### src/rtl/times_table_sequencer_pkg.sv
// Shared definitions for the times-table sequencer.
// Holds the sequencer state encoding, the operand range constants
// and the default result/accumulator widths used by the top and
// the operand counter.
package times_table_sequencer_pkg;

    // Largest operand value and number of entries in one table.
    localparam int OP_MAX     = 7;
    localparam int TABLE_SIZE = 8;

    // Product width returned by the multiplier and accumulator width.
    // The full 8x8 table sums to 784, which fits 10 bits.
    localparam int RES_W = 6;
    localparam int SUM_W = 10;

    typedef enum logic [1:0] {
        IDLE    = 2'd0,
        ISSUE   = 2'd1,
        CAPTURE = 2'd2,
        DONE    = 2'd3
    } state_t;

endpackage

### src/rtl/times_table_sequencer_operand_counter.sv
// Two-digit (a, b) operand counter for the times-table sequencer.
// b is the fast digit; a advances only when multi_table is set and
// b has reached its maximum. Neither digit ever wraps within a run.
//
// Ports:
//   clk, rst_n   clock and asynchronous active-low reset
//   load         load a <= load_a, b <= 0 (takes priority over step)
//   load_a       starting multiplicand
//   step         advance to the next pair
//   multi_table  1 = walk all tables (a advances), 0 = single table
//   a, b         current operand pair
//   last_pair    the current pair is the final pair of the run
module operand_counter #(
    parameter int OP_W = 3
) (
    input  logic            clk,
    input  logic            rst_n,
    input  logic            load,
    input  logic [OP_W-1:0] load_a,
    input  logic            step,
    input  logic            multi_table,
    output logic [OP_W-1:0] a,
    output logic [OP_W-1:0] b,
    output logic            last_pair
);
    import times_table_sequencer_pkg::*;

    localparam logic [OP_W-1:0] DIGIT_MAX = OP_W'(OP_MAX);

    logic [OP_W-1:0] a_reg;
    logic [OP_W-1:0] a_next;
    logic [OP_W-1:0] b_reg;
    logic [OP_W-1:0] b_next;
    logic            a_at_max;
    logic            b_at_max;

    assign a_at_max  = (a_reg == DIGIT_MAX);
    assign b_at_max  = (b_reg == DIGIT_MAX);
    assign last_pair = b_at_max && (!multi_table || a_at_max);

    always_comb begin
        a_next = a_reg;
        b_next = b_reg;
        if (load) begin
            a_next = load_a;
            b_next = '0;
        end else if (step) begin
            if (!b_at_max) begin
                b_next = b_reg + OP_W'(1);
            end else if (multi_table && !a_at_max) begin
                a_next = a_reg + OP_W'(1);
                b_next = '0;
            end
        end
    end

    always_ff @(posedge clk or negedge rst_n) begin
        if (!rst_n) begin
            a_reg <= '0;
            b_reg <= '0;
        end else begin
            a_reg <= a_next;
            b_reg <= b_next;
        end
    end

    assign a = a_reg;
    assign b = b_reg;

endmodule

### src/rtl/times_table_sequencer.sv
// Upstream driver and result collector for the times-table multiplier.
// Walks operand pairs, pulses enable once per pair, captures each
// product one cycle later, accumulates the sum and flags any product
// that differs from a*b.
//
// Ports:
//   clk, rst_n   clock and asynchronous active-low reset
//   start        begin a run (only honoured in IDLE)
//   mode         0 = single table (a = table_sel), 1 = full 8x8 table
//   table_sel    multiplicand for single-table runs
//   hold         stall request, only acts while issuing
//   result_in    product returned by the multiplier (1-cycle latency)
//   a, b         operands to the multiplier
//   enable       multiplier enable
//   busy         high whenever not IDLE
//   done         one-cycle run-complete pulse
//   sum          running sum of captured products
//   mismatch     sticky flag: some product differed from a*b
module times_table_sequencer #(
    parameter int OP_W  = 3,
    parameter int RES_W = times_table_sequencer_pkg::RES_W,
    parameter int SUM_W = times_table_sequencer_pkg::SUM_W
) (
    input  logic             clk,
    input  logic             rst_n,
    input  logic             start,
    input  logic             mode,
    input  logic [OP_W-1:0]  table_sel,
    input  logic             hold,
    input  logic [RES_W-1:0] result_in,
    output logic [OP_W-1:0]  a,
    output logic [OP_W-1:0]  b,
    output logic             enable,
    output logic             busy,
    output logic             done,
    output logic [SUM_W-1:0] sum,
    output logic             mismatch
);
    import times_table_sequencer_pkg::*;

    state_t           state_reg;
    state_t           state_next;
    logic             mode_reg;
    logic             load;
    logic             step;
    logic             capture;
    logic             last_pair;
    logic [OP_W-1:0]  load_a;
    logic [SUM_W-1:0] sum_reg;
    logic             mismatch_reg;
    logic [RES_W-1:0] expected_product;

    assign load_a = mode ? '0 : table_sel;

    operand_counter #(
        .OP_W (OP_W)
    ) u_operand_counter (
        .clk         (clk),
        .rst_n       (rst_n),
        .load        (load),
        .load_a      (load_a),
        .step        (step),
        .multi_table (mode_reg),
        .a           (a),
        .b           (b),
        .last_pair   (last_pair)
    );

    always_ff @(posedge clk or negedge rst_n) begin
        if (!rst_n) begin
            state_reg <= IDLE;
            mode_reg  <= 1'b0;
        end else begin
            state_reg <= state_next;
            if (load) begin
                mode_reg <= mode;
            end
        end
    end

    always_comb begin
        state_next = state_reg;
        enable     = 1'b0;
        load       = 1'b0;
        step       = 1'b0;
        capture    = 1'b0;
        case (state_reg)
            IDLE: begin
                if (start) begin
                    load       = 1'b1;
                    state_next = ISSUE;
                end
            end
            ISSUE: begin
                enable = ~hold;
                if (!hold) begin
                    state_next = CAPTURE;
                end
            end
            CAPTURE: begin
                capture = 1'b1;
                // On the final pair the operands stay put so the last
                // pair remains visible after the run.
                step       = ~last_pair;
                state_next = last_pair ? DONE : ISSUE;
            end
            DONE: begin
                state_next = IDLE;
            end
            default: begin
                state_next = IDLE;
            end
        endcase
    end

    // a and b still hold the pair whose product arrives in CAPTURE;
    // they only advance on the edge that ends CAPTURE.
    assign expected_product = {{(RES_W-OP_W){1'b0}}, a} * {{(RES_W-OP_W){1'b0}}, b};

    always_ff @(posedge clk or negedge rst_n) begin
        if (!rst_n) begin
            sum_reg      <= '0;
            mismatch_reg <= 1'b0;
        end else if (load) begin
            sum_reg      <= '0;
            mismatch_reg <= 1'b0;
        end else if (capture) begin
            sum_reg <= sum_reg + {{(SUM_W-RES_W){1'b0}}, result_in};
            if (result_in != expected_product) begin
                mismatch_reg <= 1'b1;
            end
        end
    end

    assign sum      = sum_reg;
    assign mismatch = mismatch_reg;
    assign busy     = (state_reg != IDLE);
    assign done     = (state_reg == DONE);

endmodule

### config.mk
export PLATFORM = sky130hd
export DESIGN_NAME = times_table_sequencer
export DESIGN_NICKNAME = d
export VERILOG_FILES = /design/src/rtl/times_table_sequencer_pkg.sv /design/src/rtl/times_table_sequencer_operand_counter.sv /design/src/rtl/times_table_sequencer.sv
export SDC_FILE = /design/constraint.sdc
export NUM_CORES = 1
export LEC_CHECK = 0
export ABC_AREA = 1
export BUFFER_PORTS_ARGS = -buffer_cell sky130_fd_sc_hd__buf_4
export CELL_PAD_IN_SITES_DETAIL_PLACEMENT = 1
export CELL_PAD_IN_SITES_GLOBAL_PLACEMENT = 1
export CORE_MARGIN = 2
export CORE_UTILIZATION = 30
export CTS_BUF_LIST = sky130_fd_sc_hd__clkbuf_4
export DETAILED_ROUTE_END_ITERATION = 6
export MAX_ROUTING_LAYER = met4
export PLACE_DENSITY_LB_ADDON = 0.15
export SLEW_MARGIN = 20
export SYNTH_ARGS = -nofsm -noshare
export SYNTH_HDL_FRONTEND = slang
export SYNTH_SLANG_ARGS = --single-unit
### constraint.sdc
create_clock -name clk -period 6.6 [get_ports clk]
set_clock_uncertainty 0.2 [all_clocks]
set_input_delay 0.66 -clock clk [delete_from_list [all_inputs] [get_ports clk]]
set_output_delay 0.66 -clock clk [all_outputs]
set_load 0.1 [all_outputs]
# Word level (Yosys, flattened, before mapping)
# Cells that the tools add are included.
word_totals:
  reg_bits: 20
  output_inout_bits: 20
classes:
  n_addsub: 3
  mul: 1
  n_eq_ne: 9
  mux: 23
  bitwise: 2
  n_reduce_logical: 16
op_table:
  columns: ["cell", "count"]
  rows:
  - ["$mux W3", 9]
  - ["$mux W10", 2]
  - ["$reduce_bool A2 Y1", 6]
  - ["$add A10 B6 Y10", 1]
  - ["$mux W1", 8]
  - ["$pmux W2 S4", 1]
  - ["$add A3 B1 Y3 const B", 2]
  - ["$eq A3 B3 Y1 const B", 2]
  - ["$mul A3 B3 Y6", 1]
  - ["$mux W2", 3]
  - ["$ne A6 B6 Y1", 1]
  - ["$reduce_and A2 Y1", 3]
  - ["$eq A2 B2 Y1 const B", 2]
  - ["$ne A2 B2 Y1 const B", 2]
  - ["$ne A3 B3 Y1 const B", 1]
  - ["$reduce_and A3 Y1", 1]
  - ["$eq A2 B1 Y1 const B", 1]
  - ["$logic_and A1 B1 Y1", 2]
  - ["$logic_not A1 Y1", 2]
  - ["$logic_not A2 Y1", 1]
  - ["$not A1 Y1", 2]
  - ["$logic_or A1 B1 Y1", 1]

# Longest topological paths before layout
# Gate-level depths: netlist of the first run.
logic_depth:
  depth_word: 7
  depth_mapped: 14

# Cells and area by module
# A second synthesis of the first run with hierarchy kept.
hier_totals:
  cells_unflattened: 232
  hier_area_um2: 1610.3
modules_own_cells:
  columns: ["mod", "instances", "cells_per_inst", "area_per_inst_um2", "seq_area_each_um2"]
  rows:
  - ["times_table_sequencer", 1, 178, 1231.2, 350.3]
  - ["operand_counter", 1, 54, 379.1, 150.1]

# Least setup slack after synthesis of the first run
# No wires, ideal clock.
synth_path:
  kind: "register to register"
  startpoint: "register u_operand_counter.a_reg[1] (netlist: u_operand_counter.a[1])"
  endpoint: "register mismatch_reg (netlist: mismatch)"
  setup_time_ns: 0.123
  arrival_time_ns: 2.721
  required_time_ns: 6.277
  path_slack_ns: 3.556
  path_stages_with_launch: 15
  n_path_buf: 0
  period_less_slack_ns: 3.044
  cell_sequence: "dfrtp_1 > nand2_1 > inv_1 > fa_1 > ha_1 > inv_1 > fa_1 > inv_1 > nand2_1 > nand2_1 > nand2_1 > nor2_1 > nand3_1 > nand2_1 > a21oi_1"
synth_via:
  elab_chain_len: 4
synth_rtl:
  columns: ["element", "line_no", "text"]
  rows:
  - ["start, declared", "times_table_sequencer_operand_counter.sv:30", "logic [OP_W-1:0] a_reg;"]
  - ["start signal, assigned", "times_table_sequencer_operand_counter.sv:62", "a_reg <= a_next;"]
  - ["$mul A3 B3 Y6", "times_table_sequencer.sv:118", "assign expected_product = {{(RES_W-OP_W){1'b0}}, a} * {{(RES_W-OP_W){1'b0}}, b};"]
  - ["$ne A6 B6 Y1", "times_table_sequencer.sv:129", "if (result_in != expected_product) begin"]
  - ["$reduce_bool A2 Y1 (no source line)", null, null]
  - ["$reduce_and A2 Y1 (no source line)", null, null]
  - ["end signal, assigned", "times_table_sequencer.sv:123", "mismatch_reg <= 1'b0;"]
  - ["end signal, assigned", "times_table_sequencer.sv:126", "mismatch_reg <= 1'b0;"]
  - ["end signal, assigned", "times_table_sequencer.sv:130", "mismatch_reg <= 1'b1;"]
  - ["end, declared", "times_table_sequencer.sv:50", "logic mismatch_reg;"]
# Every way passes these cells.
# A chain may end at the register's enable or synchronous reset.

# Worst setup path in the final report of the first run
layout_path:
  startpoint: "register u_operand_counter.a_reg[0] (netlist: u_operand_counter.a[0])"
  endpoint: "register mismatch_reg (netlist: mismatch)"
# The elaborated chain is that of the path after synthesis.

==> impl_metrics.json, run 1 <==
{
  "p_leak_uw": 0.00110,
  "fin_crit_sh": 0.407,
  "syn_avg_cell_area_um2": 7.41,
  "cp-endpoint": "mismatch$_DFFE_PN0P_",
  "synth_adder_area_share": 0.160,
  "synth_top_family_by_area": "simple AND/OR/NAND/NOR gates",
  "post_synth_instance_area_mm2": 0.00155,
  "crit_type": "reg -> reg",
  "p_per_area_mw_per_mm2": 502,
  "max_freq_mhz": 372,
  "hpwl_mm": 3.05,
  "ys_ff_latch": 20,
  "synth_nets": 241,
  "grt_pass1_wl_mm": 6.32,
  "clkSinkCount": 20,
  "die_area_mm2": 0.00575,
  "dr_wl_met3_um": 106,
  "dr_wl_met2_mm": 1.79,
  "portBuffers": 33,
  "grt_max_degree": 21,
  "post_drt_wl_per_cell_um": 12.2,
  "crit_start": "u_operand_counter.a[0]$_DFFE_PN0P_",
  "start_kind": "register",
  "diodes": 0,
  "nets": 277,
  "rsz0062_at_grt": "no",
  "place_congestion": 0.751,
  "antenna_found_initial": 0,
  "run_status": "finished clean",
  "cts_made_buffers": 3,
  "synthTopCellsByArea": "dfrtp_1 32%, nand2_1 16%, ha_1 12%",
  "htree_levels": 1,
  "synth_compound_area_frac": 0.106,
  "ir_drop_mv": 0.253,
  "cp_data_arrival_time_ns": 2.69,
  "muxShareOfSynthArea": 0,
  "synthSimpleGateAreaFrac": 0.285,
  "path_clk_slew_ns": 0.13,
  "end_kind": "register",
  "r2r_slack_ns": 3.91,
  "yosysUniqueCellTypes": 26,
  "die_w_um": 75.8,
  "holdBufCountCts": 0,
  "ys_seq_area_frac": 0.323,
  "stdcell_count": 313,
  "grt_pass1_vias": 1340,
  "crit_required_ns": 6.60,
  "drv_cap": 0,
  "final_hold_viol_count": 0,
  "ant_nets": 0,
  "tritoncts": "done",
  "synth_xor_area_frac": 0.0170,
  "wl_mm": 3.81,
  "area_growth_pct": 21.7,
  "worst_pin_slew_ns": 0.295,
  "report.final.slew_viol_count": 0,
  "synth_edf_count": 0,
  "setup_viol_count_final": 0,
  "die_height_um": 75.8,
  "largest_reg_flops": 10,
  "multi_input_area_um2": 880,
  "num_vias": 1400,
  "clkLatencyLatePin_ns": 0.31,
  "r2r_start": "u_operand_counter.a[0]$_DFFE_PN0P_",
  "dr.max_layer_used": "met4",
  "maxSlewHeadroom": 0.803,
  "fillCellCount": 642,
  "hold_class": "in -> async",
  "via_per_inst": 4.47,
  "dp_cells": 310,
  "root_buffer": "clkbuf_4",
  "yosys_warnings": 0,
  "drtIter0Drc": 30,
  "fin_util": 0.373,
  "core_mm2": 0.00504,
  "clockBufferDepth": 2,
  "grt_overflow": 0,
  "synthCells": 209,
  "core.rowCount": 26,
  "layout-drive-gt1-share": 0.185,
  "drc": 0,
  "cts_resized": 0,
  "ioPinCount": 34,
  "reg2regPathDepth": 14,
  "grtUsageTotal": 0.151,
  "hold-worst-slack_ns": 0.00933,
  "async_reset_ff_frac": 1.00,
  "ys.flop_type": "dfrtp_1",
  "netlist.area_leader.share": 0.323,
  "first_pass_iters": 4,
  "wl_met1_mm": 1.89,
  "cp_max_fo": 8,
  "finalSetupTns_ns": 0,
  "synth_top_area_cell": "dfrtp_1",
  "period_needed_ns": 2.69,
  "r2r-end": "mismatch$_DFFE_PN0P_",
  "final-seq-area_um2": 500,
  "cts_setup_buffers": 0,
  "start_util": 0.307
}
-- Yosys cell counts (2+ instances only) --
cell type,count
nor2_1,13
nand2_4,2
nand2_1,64
ha_1,15
dfrtp_1,20
a21oi_1,13
o21ai_0,10
inv_2,2
nand3_1,14
xnor2_1,2
inv_1,35
a22oi_1,2
fa_1,3
a22o_1,2
-- worst max-delay path, cell delays in order (launching register included) --
cell,delay [ns]
dfrtp_1,0.49
nand2_1,0.10
inv_1,0.06
fa_1,0.54
ha_1,0.17
inv_1,0.06
fa_1,0.45
inv_1,0.07
nand2_1,0.04
nand2_1,0.05
nand2_1,0.05
nor2_1,0.10
nand3_1,0.08
nand2_1,0.07
a21oi_1,0.06
-- cells in the final DEF, fill, tap and decap left out, drive strengths merged, types with 3 or more instances in the layout --
| master | synthesis | layout |
|---|---|---|
| nand3 | 16 | 16 |
| fa | 3 | 3 |
| a21oi | 13 | 13 |
| nor2 | 14 | 14 |
| dfrtp | 20 | 20 |
| clkbuf | 0 | 3 |
| buf | 2 | 33 |
| ha | 15 | 15 |
| nand2 | 66 | 66 |
| o21ai | 11 | 11 |
| inv | 38 | 38 |
-- final cells by class --
class                      count  area share
multi-input combinational    149       0.467
sequential                    20       0.266
timing repair buffer          33       0.132
inverter                      38      0.0771
tap                           70      0.0465
clock buffer                   3      0.0120
-- worst min-delay path by stage --
stage | start | to | depth (start not counted)
after floorplan | rst_n | mismatch$_DFFE_PN0P_ | 0
after global placement | mode_reg$_DFFE_PN0P_ | mode_reg$_DFFE_PN0P_ | 2
after detailed placement | mode_reg$_DFFE_PN0P_ | mode_reg$_DFFE_PN0P_ | 2
after CTS | rst_n | u_operand_counter.a[1]$_DFFE_PN0P_ | 1
after global routing | rst_n | mode_reg$_DFFE_PN0P_ | 1
final | rst_n | u_operand_counter.b[2]$_DFFE_PN0P_ | 1
-- cells by family after synthesis --
logic type | count (synthesis)
AOI/OAI and AO/OA | 29
xor gates and xnor gates | 3
adders and majority gates | 18
buffers and inverters | 40
DFF | 20
and+or+nand+nor | 99
-- where the power goes --
part	internal (µW)	leakage (µW)	switching, µW	total (µW)
Clock	21.3	0.0000138	41.9	63.2
Combinational	166	0.000826	496	662
Sequential	165	0.000258	55.3	220
Total	352	0.00110	593	945
-- per-stage QoR --
| stage | instance area (µm²) | setup slack (ns) | total power [µW] |
|---|---|---|---|
| floorplan | 1550 | 3.56 | 747 |
| global route | 1880 | 3.65 | 1020 |
| detailed placement | 1860 | 3.91 | 894 |
| finish | 1880 | 3.91 | 945 |
| CTS | 1880 | 3.89 | 961 |
| global placement | 1860 | 4.03 | 887 |
-- metal layers --
| layer | GRT usage | vias to the layer above |
|---|---|---|
| met5 | - | - |
| met4 | 0.0351 | 0 |
| met3 | 0.0198 | 2 |
| met2 | 0.240 | 19 |
| met1 | 0.203 | 653 |
| li1 | - | 726 |
Note: power is estimated with default switching activity, not from simulation.
==> run 2, diff against run 1 <==
Clock period 6.6 ns to 2.3 ns, I/O delays scaled along.
==> impl_metrics.json, run 2 (same netlist as run 1, synthesis figures left out) <==
{
  "violations": "setup timing",
  "area_growth_pct": 30.6,
  "end_kind": "register",
  "max_stage_delay_ns": 0.54,
  "worst_pin_slew_ns": 0.302,
  "core.rowCount": 26,
  "crit_type": "reg -> reg",
  "post_drt_wl_per_cell_um": 12.6,
  "die_height_um": 75.8,
  "dr_wl_met2_mm": 1.92,
  "cp_cell_sequence": "nand2_2, inv_2, fa_1, ha_2, inv_2, fa_1, inv_1, nand2_1, nand2_1, nand2_1, nor2_1, nand3_1, nand2_1, a21oi_1",
  "largest_reg_flops": 10,
  "final_cell_mix": "63 x nand2_1, 44 x buf_4, 33 x inv_1",
  "r2r_slack_ns": -0.29,
  "antenna_found_initial": 0,
  "final_hold_viol_count": 0,
  "grt_pass1_wl_mm": 6.72,
  "rsz0062_at_grt": "yes",
  "root_buffer": "clkbuf_4",
  "htree_levels": 1,
  "via_per_inst": 4.42,
  "grtUsageTotal": 0.162,
  "dr_wl_met3_um": 187,
  "hold_class": "in -> reg",
  "cp_common_cell": "nand2_1",
  "grt_max_degree": 21,
  "grt_overflow": 0,
  "hpwl_mm": 3.25,
  "portBuffers": 33,
  "clkSinkCount": 20,
  "wl_met1_mm": 1.99,
  "num_vias": 1444,
  "max_freq_mhz": 386,
  "clockBufferDepth": 2,
  "tritoncts": "done",
  "p_int_uw": 1140,
  "power_frac_clock": 0.070,
  "start_util": 0.307,
  "fin_crit_sh": 1.13,
  "cts_made_buffers": 3,
  "ant_nets": 0,
  "path_clk_slew_ns": 0.14,
  "run_status": "finished, violations left",
  "final_common_cell": "nand2_1",
  "p_leak_uw": 0.00116,
  "dr.max_layer_used": "met4",
  "setup_viol_count_final": 1,
  "crit_buf_inv": 3,
  "r2r_start": "u_operand_counter.b[0]$_DFFE_PN0P_",
  "start_kind": "register",
  "core_mm2": 0.00504,
  "cp_max_fo": 2,
  "drc": 0,
  "diodes": 0,
  "switching_share": 0.605,
  "ir_drop_mv": 0.788,
  "crit_start": "u_operand_counter.b[0]$_DFFE_PN0P_",
  "hold-worst-slack_ns": 0.00236,
  "cp_slowest_cell": "fa_1",
  "pwr-share-seq": 0.207,
  "die_w_um": 75.8,
  "cp_data_arrival_time_ns": 2.60,
  "fin_total_pwr_uw": 2900,
  "place_congestion": 0.736,
  "clkLatencyLatePin_ns": 0.31,
  "layout-drive-gt1-share": 0.265,
  "report.final.slew_viol_count": 0,
  "drtIter0Drc": 40,
  "p_per_area_mw_per_mm2": 1430,
  "p_comb_frac": 0.722,
  "crit_required_ns": 2.31,
  "p_sw_uw": 1750,
  "ioPinCount": 34,
  "drv_cap": 0,
  "wl_mm": 4.13,
  "cp_top_family": "adder cells",
  "maxSlewHeadroom": 0.799,
  "period_needed_ns": 2.59,
  "first_pass_iters": 4,
  "die_area_mm2": 0.00575,
  "min-delay-start": "table_sel[2]",
  "grt_pass1_vias": 1393,
  "setup_slack_ns": -0.288,
  "nets": 290
}
run 2: cell types whose count changed in the layout (fill, tap and decap cells not counted), sizes merged:
| cell | previous run | this run |
|---|---|---|
| dlygate4sd3 | 0 | 2 |
| clkbuf | 3 | 4 |
| buf | 33 | 44 |
run 2: routing by layer:
metal	vias to the layer above	global-route usage
li1	755	-
met1	662	0.217
met2	25	0.260
met3	2	0.0212
met4	0	0.0351
met5	-	-
run 2: tightest hold or removal path, cell delays in order:
cell	delay [ns]
buf_4	0.08
a22oi_1	0.06
a21oi_1	0.12
run 2: stage by stage:
stage / cells / setup slack [ns] / TNS (ns) / utilization / area (µm²)
after CTS: 327 / -0.337 / -0.337 / 0.401 / 2020
after global placement: 319 / -0.253 / -0.253 / 0.387 / 1950
after floorplan: 209 / -0.418 / -0.418 / - / 1570
after detailed placement: 319 / -0.339 / -0.339 / 0.387 / 1950
final: 327 / -0.288 / -0.288 / 0.401 / 2020
after global routing: 327 / -0.458 / -0.458 / 0.401 / 2020
run 2: final timing paths:
| path | end | cells past startpoint |
|---|---|---|
| max | mismatch$_DFFE_PN0P_ | 14 |
| min | u_operand_counter.a[2]$_DFFE_PN0P_ | 3 |
| max reg2reg | mismatch$_DFFE_PN0P_ | 14 |
| min reg2reg | sum[2]$_DFFE_PN0P_ | 2 |
| max in group asynchronous | u_operand_counter.b[0]$_DFFE_PN0P_ | 2 |
| min in group asynchronous | mismatch$_DFFE_PN0P_ | 2 |
run 2: area by class of cell:
type                    count  area (µm²)
multi-input cells         149         885
inverters                  38         145
flip-flops and latches     20         524
clock buffers               4        30.0
repair buffers             46         350
well taps                  70        87.6
fillers                   633        3020
run 2: power by group through the flow:
stage | clock [µW] | sequential, µW | combinational [µW]
finish | 203 | 601 | 2090
global route | 226 | 619 | 2280
CTS | 210 | 603 | 2120
detailed placement | 0 | 610 | 2090
global placement | 0 | 607 | 2060
floorplan | 0 | 1350 | 833
run 2: timing repair:
item / CTS / global route
endpoints found under the hold margin: 22 / 0
hold buffers: 2 / 0
cloned: 0 / 0
gates resized for setup: 4 / 0
pin swaps: 9 / 1
buffers inserted: 2 / 0
endpoints found under the setup margin: 1 / 1
==> run 3, diff against run 2 <==
Settings changed: ABC_AREA 1 to 0.
==> impl_metrics.json, run 3 <==
{
  "die_w_um": 72.2,
  "ys.flop_type": "dfrtp_1",
  "fillCellCount": 509,
  "maxSlewHeadroom": 0.772,
  "worst_pin_slew_ns": 0.341,
  "start_kind": "register",
  "ant_nets": 0,
  "antenna_found_initial": 0,
  "core.rowCount": 24,
  "drc": 0,
  "grt_pass1_wl_mm": 6.78,
  "place_congestion": 0.770,
  "core_mm2": 0.00441,
  "wl_mm": 3.88,
  "grt_pass1_vias": 1415,
  "crit_type": "reg -> reg",
  "synthTopCellsByArea": "dfrtp_1 36%, ha_1 13%, xor2_1 4.4%",
  "final_cell_mix": "45 x buf_4, 13 x ha_1, 12 x o21ai_0",
  "cp_max_fo": 2,
  "ys_seq_area_frac": 0.358,
  "crit_required_ns": 2.32,
  "fin_util": 0.443,
  "clkLatencyLatePin_ns": 0.32,
  "grt_max_degree": 21,
  "via_per_inst": 5.03,
  "grtUsageTotal": 0.172,
  "setup_slack_ns": -0.372,
  "max_freq_mhz": 374,
  "tritoncts": "done",
  "area_growth_pct": 40.1,
  "die_height_um": 72.2,
  "cts_made_buffers": 3,
  "run_status": "finished, violations left",
  "end_kind": "register",
  "period_needed_ns": 2.67,
  "path_clk_slew_ns": 0.14,
  "grt_overflow": 0,
  "start_util": 0.316,
  "clockBufferDepth": 2,
  "post_drt_wl_per_cell_um": 15.6,
  "first_pass_iters": 4,
  "num_vias": 1253,
  "ys_ff_latch": 20,
  "hold_class": "in -> reg",
  "die_area_mm2": 0.00522,
  "place_area_mm2": 0.00181,
  "post_synth_instance_area_mm2": 0.00140,
  "drtIter0Drc": 28,
  "yosysUniqueCellTypes": 32,
  "clkSinkCount": 20,
  "root_buffer": "clkbuf_4",
  "ioPinCount": 34,
  "cp_data_arrival_time_ns": 2.69,
  "final_hold_viol_count": 0,
  "portBuffers": 33,
  "final_common_cell": "buf_4",
  "largest_reg_flops": 10,
  "htree_levels": 1,
  "violations": "setup timing",
  "synthCells": 147,
  "synth_top_area_cell": "dfrtp_1",
  "report.final.slew_viol_count": 0,
  "rsz0062_at_grt": "yes",
  "layout-drive-gt1-share": 0.376,
  "nets": 230,
  "finalInstanceArea_mm2": 0.00196,
  "synth_nets": 179,
  "setup_viol_count_final": 1,
  "synth.most_common_cell": "dfrtp_1",
  "drv_cap": 0,
  "yosys-top-cells-count": "20 x dfrtp_1, 15 x ha_1, 12 x o21ai_0",
  "synth_edf_count": 0,
  "syn_avg_cell_area_um2": 9.50,
  "hpwl_mm": 3.04,
  "fin_crit_sh": 1.16,
  "netlist.area_leader.share": 0.358,
  "diodes": 0,
  "yosys_warnings": 0,
  "async_reset_ff_frac": 1.00
}
## run 3: cell count changes after synthesis, moves of 4 or more
cell and delta:
and2_1 +9, inv_1 -27, mux2i_1 +4, nand2_1 -54, nand3_1 -5, nor2_1 -7, xor2_1 +6
## run 3: worst paths after layout
path | startpoint | end | cells past startpoint | slack (ns)
setup / recovery | u_operand_counter.a[1]$_DFFE_PN0P_ | mismatch$_DFFE_PN0P_ | 9 | -0.37
hold / removal | start | state_reg[0]$_DFFE_PN0P_ | 3 | 0.03
setup reg to reg | u_operand_counter.a[1]$_DFFE_PN0P_ | mismatch$_DFFE_PN0P_ | 9 | -0.37
hold reg to reg | sum[9]$_DFFE_PN0P_ | sum[9]$_DFFE_PN0P_ | 1 | 0.29
max in group asynchronous | rst_n | u_operand_counter.a[0]$_DFFE_PN0P_ | 2 | 1.53
min in group asynchronous | rst_n | mismatch$_DFFE_PN0P_ | 2 | 0.11
## run 3: cells by family after synthesis
family | count (synthesis) | share of synthesized area
adder cells (fa/ha/maj) | 18 | 0.177
multiplexers | 4 | 0.0287
buffers and inverters | 11 | 0.0305
XOR/XNOR | 12 | 0.0753
flip-flops | 20 | 0.358
AO/OA/AOI/OAI | 34 | 0.145
AND/OR/NAND/NOR | 48 | 0.185
## run 3: timing repair
item / 4_1_cts / 5_1_grt
hold buffers: 4 / 0
setup buffers: 1 / 1
pin swaps: 11 / 7
endpoints found under the hold margin: 23 / 0
endpoints found under the setup margin: 1 / 3
cloned: 0 / 0
resized for setup: 6 / 4
## run 3: layer usage
layer | global-route usage | wire length (µm) | vias to the layer above
met5 | - | 0 | -
met4 | 0.0377 | 34 | 0
met3 | 0.0278 | 137 | 4
met2 | 0.295 | 1950 | 22
met1 | 0.214 | 1750 | 611
li1 | - | - | 616
## run 3: critical path, cell delays in order, from the launching register on
cell and delay, ns:
dfrtp_4 0.49, and2_4 0.14, fa_1 0.51, ha_2 0.19, inv_2 0.04, fa_2 0.54, xor2_2 0.13, nand4_1 0.13
nor3_2 0.13, a21oi_1 0.09
## run 3: area by class of cell
cell class	count	area (µm²)	share of cell area
clock inverters	1	30.0	0.0153
inverters	8	30.0	0.0153
clock buffers	3	22.5	0.0115
well taps	52	65.1	0.0332
multi-input cells	116	910	0.465
repair buffers	49	378	0.193
flip-flops and latches	20	522	0.267
## run 3: per-stage QoR
| stage | hold slack [ns] | cells | setup TNS [ns] | worst slack, ns |
|---|---|---|---|---|
| 2_1_floorplan | -0.266 | 147 | -0.530 | -0.530 |
| 3_3_place_gp | -0.0630 | 239 | -0.354 | -0.354 |
| 3_5_place_dp | -0.0628 | 239 | -0.513 | -0.513 |
| 4_1_cts | 0.0126 | 248 | -0.465 | -0.465 |
| 5_1_grt | 0.0110 | 249 | -0.472 | -0.472 |
| 6_report | 0.0309 | 249 | -0.372 | -0.372 |
Power of run 3 is left out: the tool's default activity adds up to more than one toggle a clock period on the data nets, which glitch-free logic cannot reach.
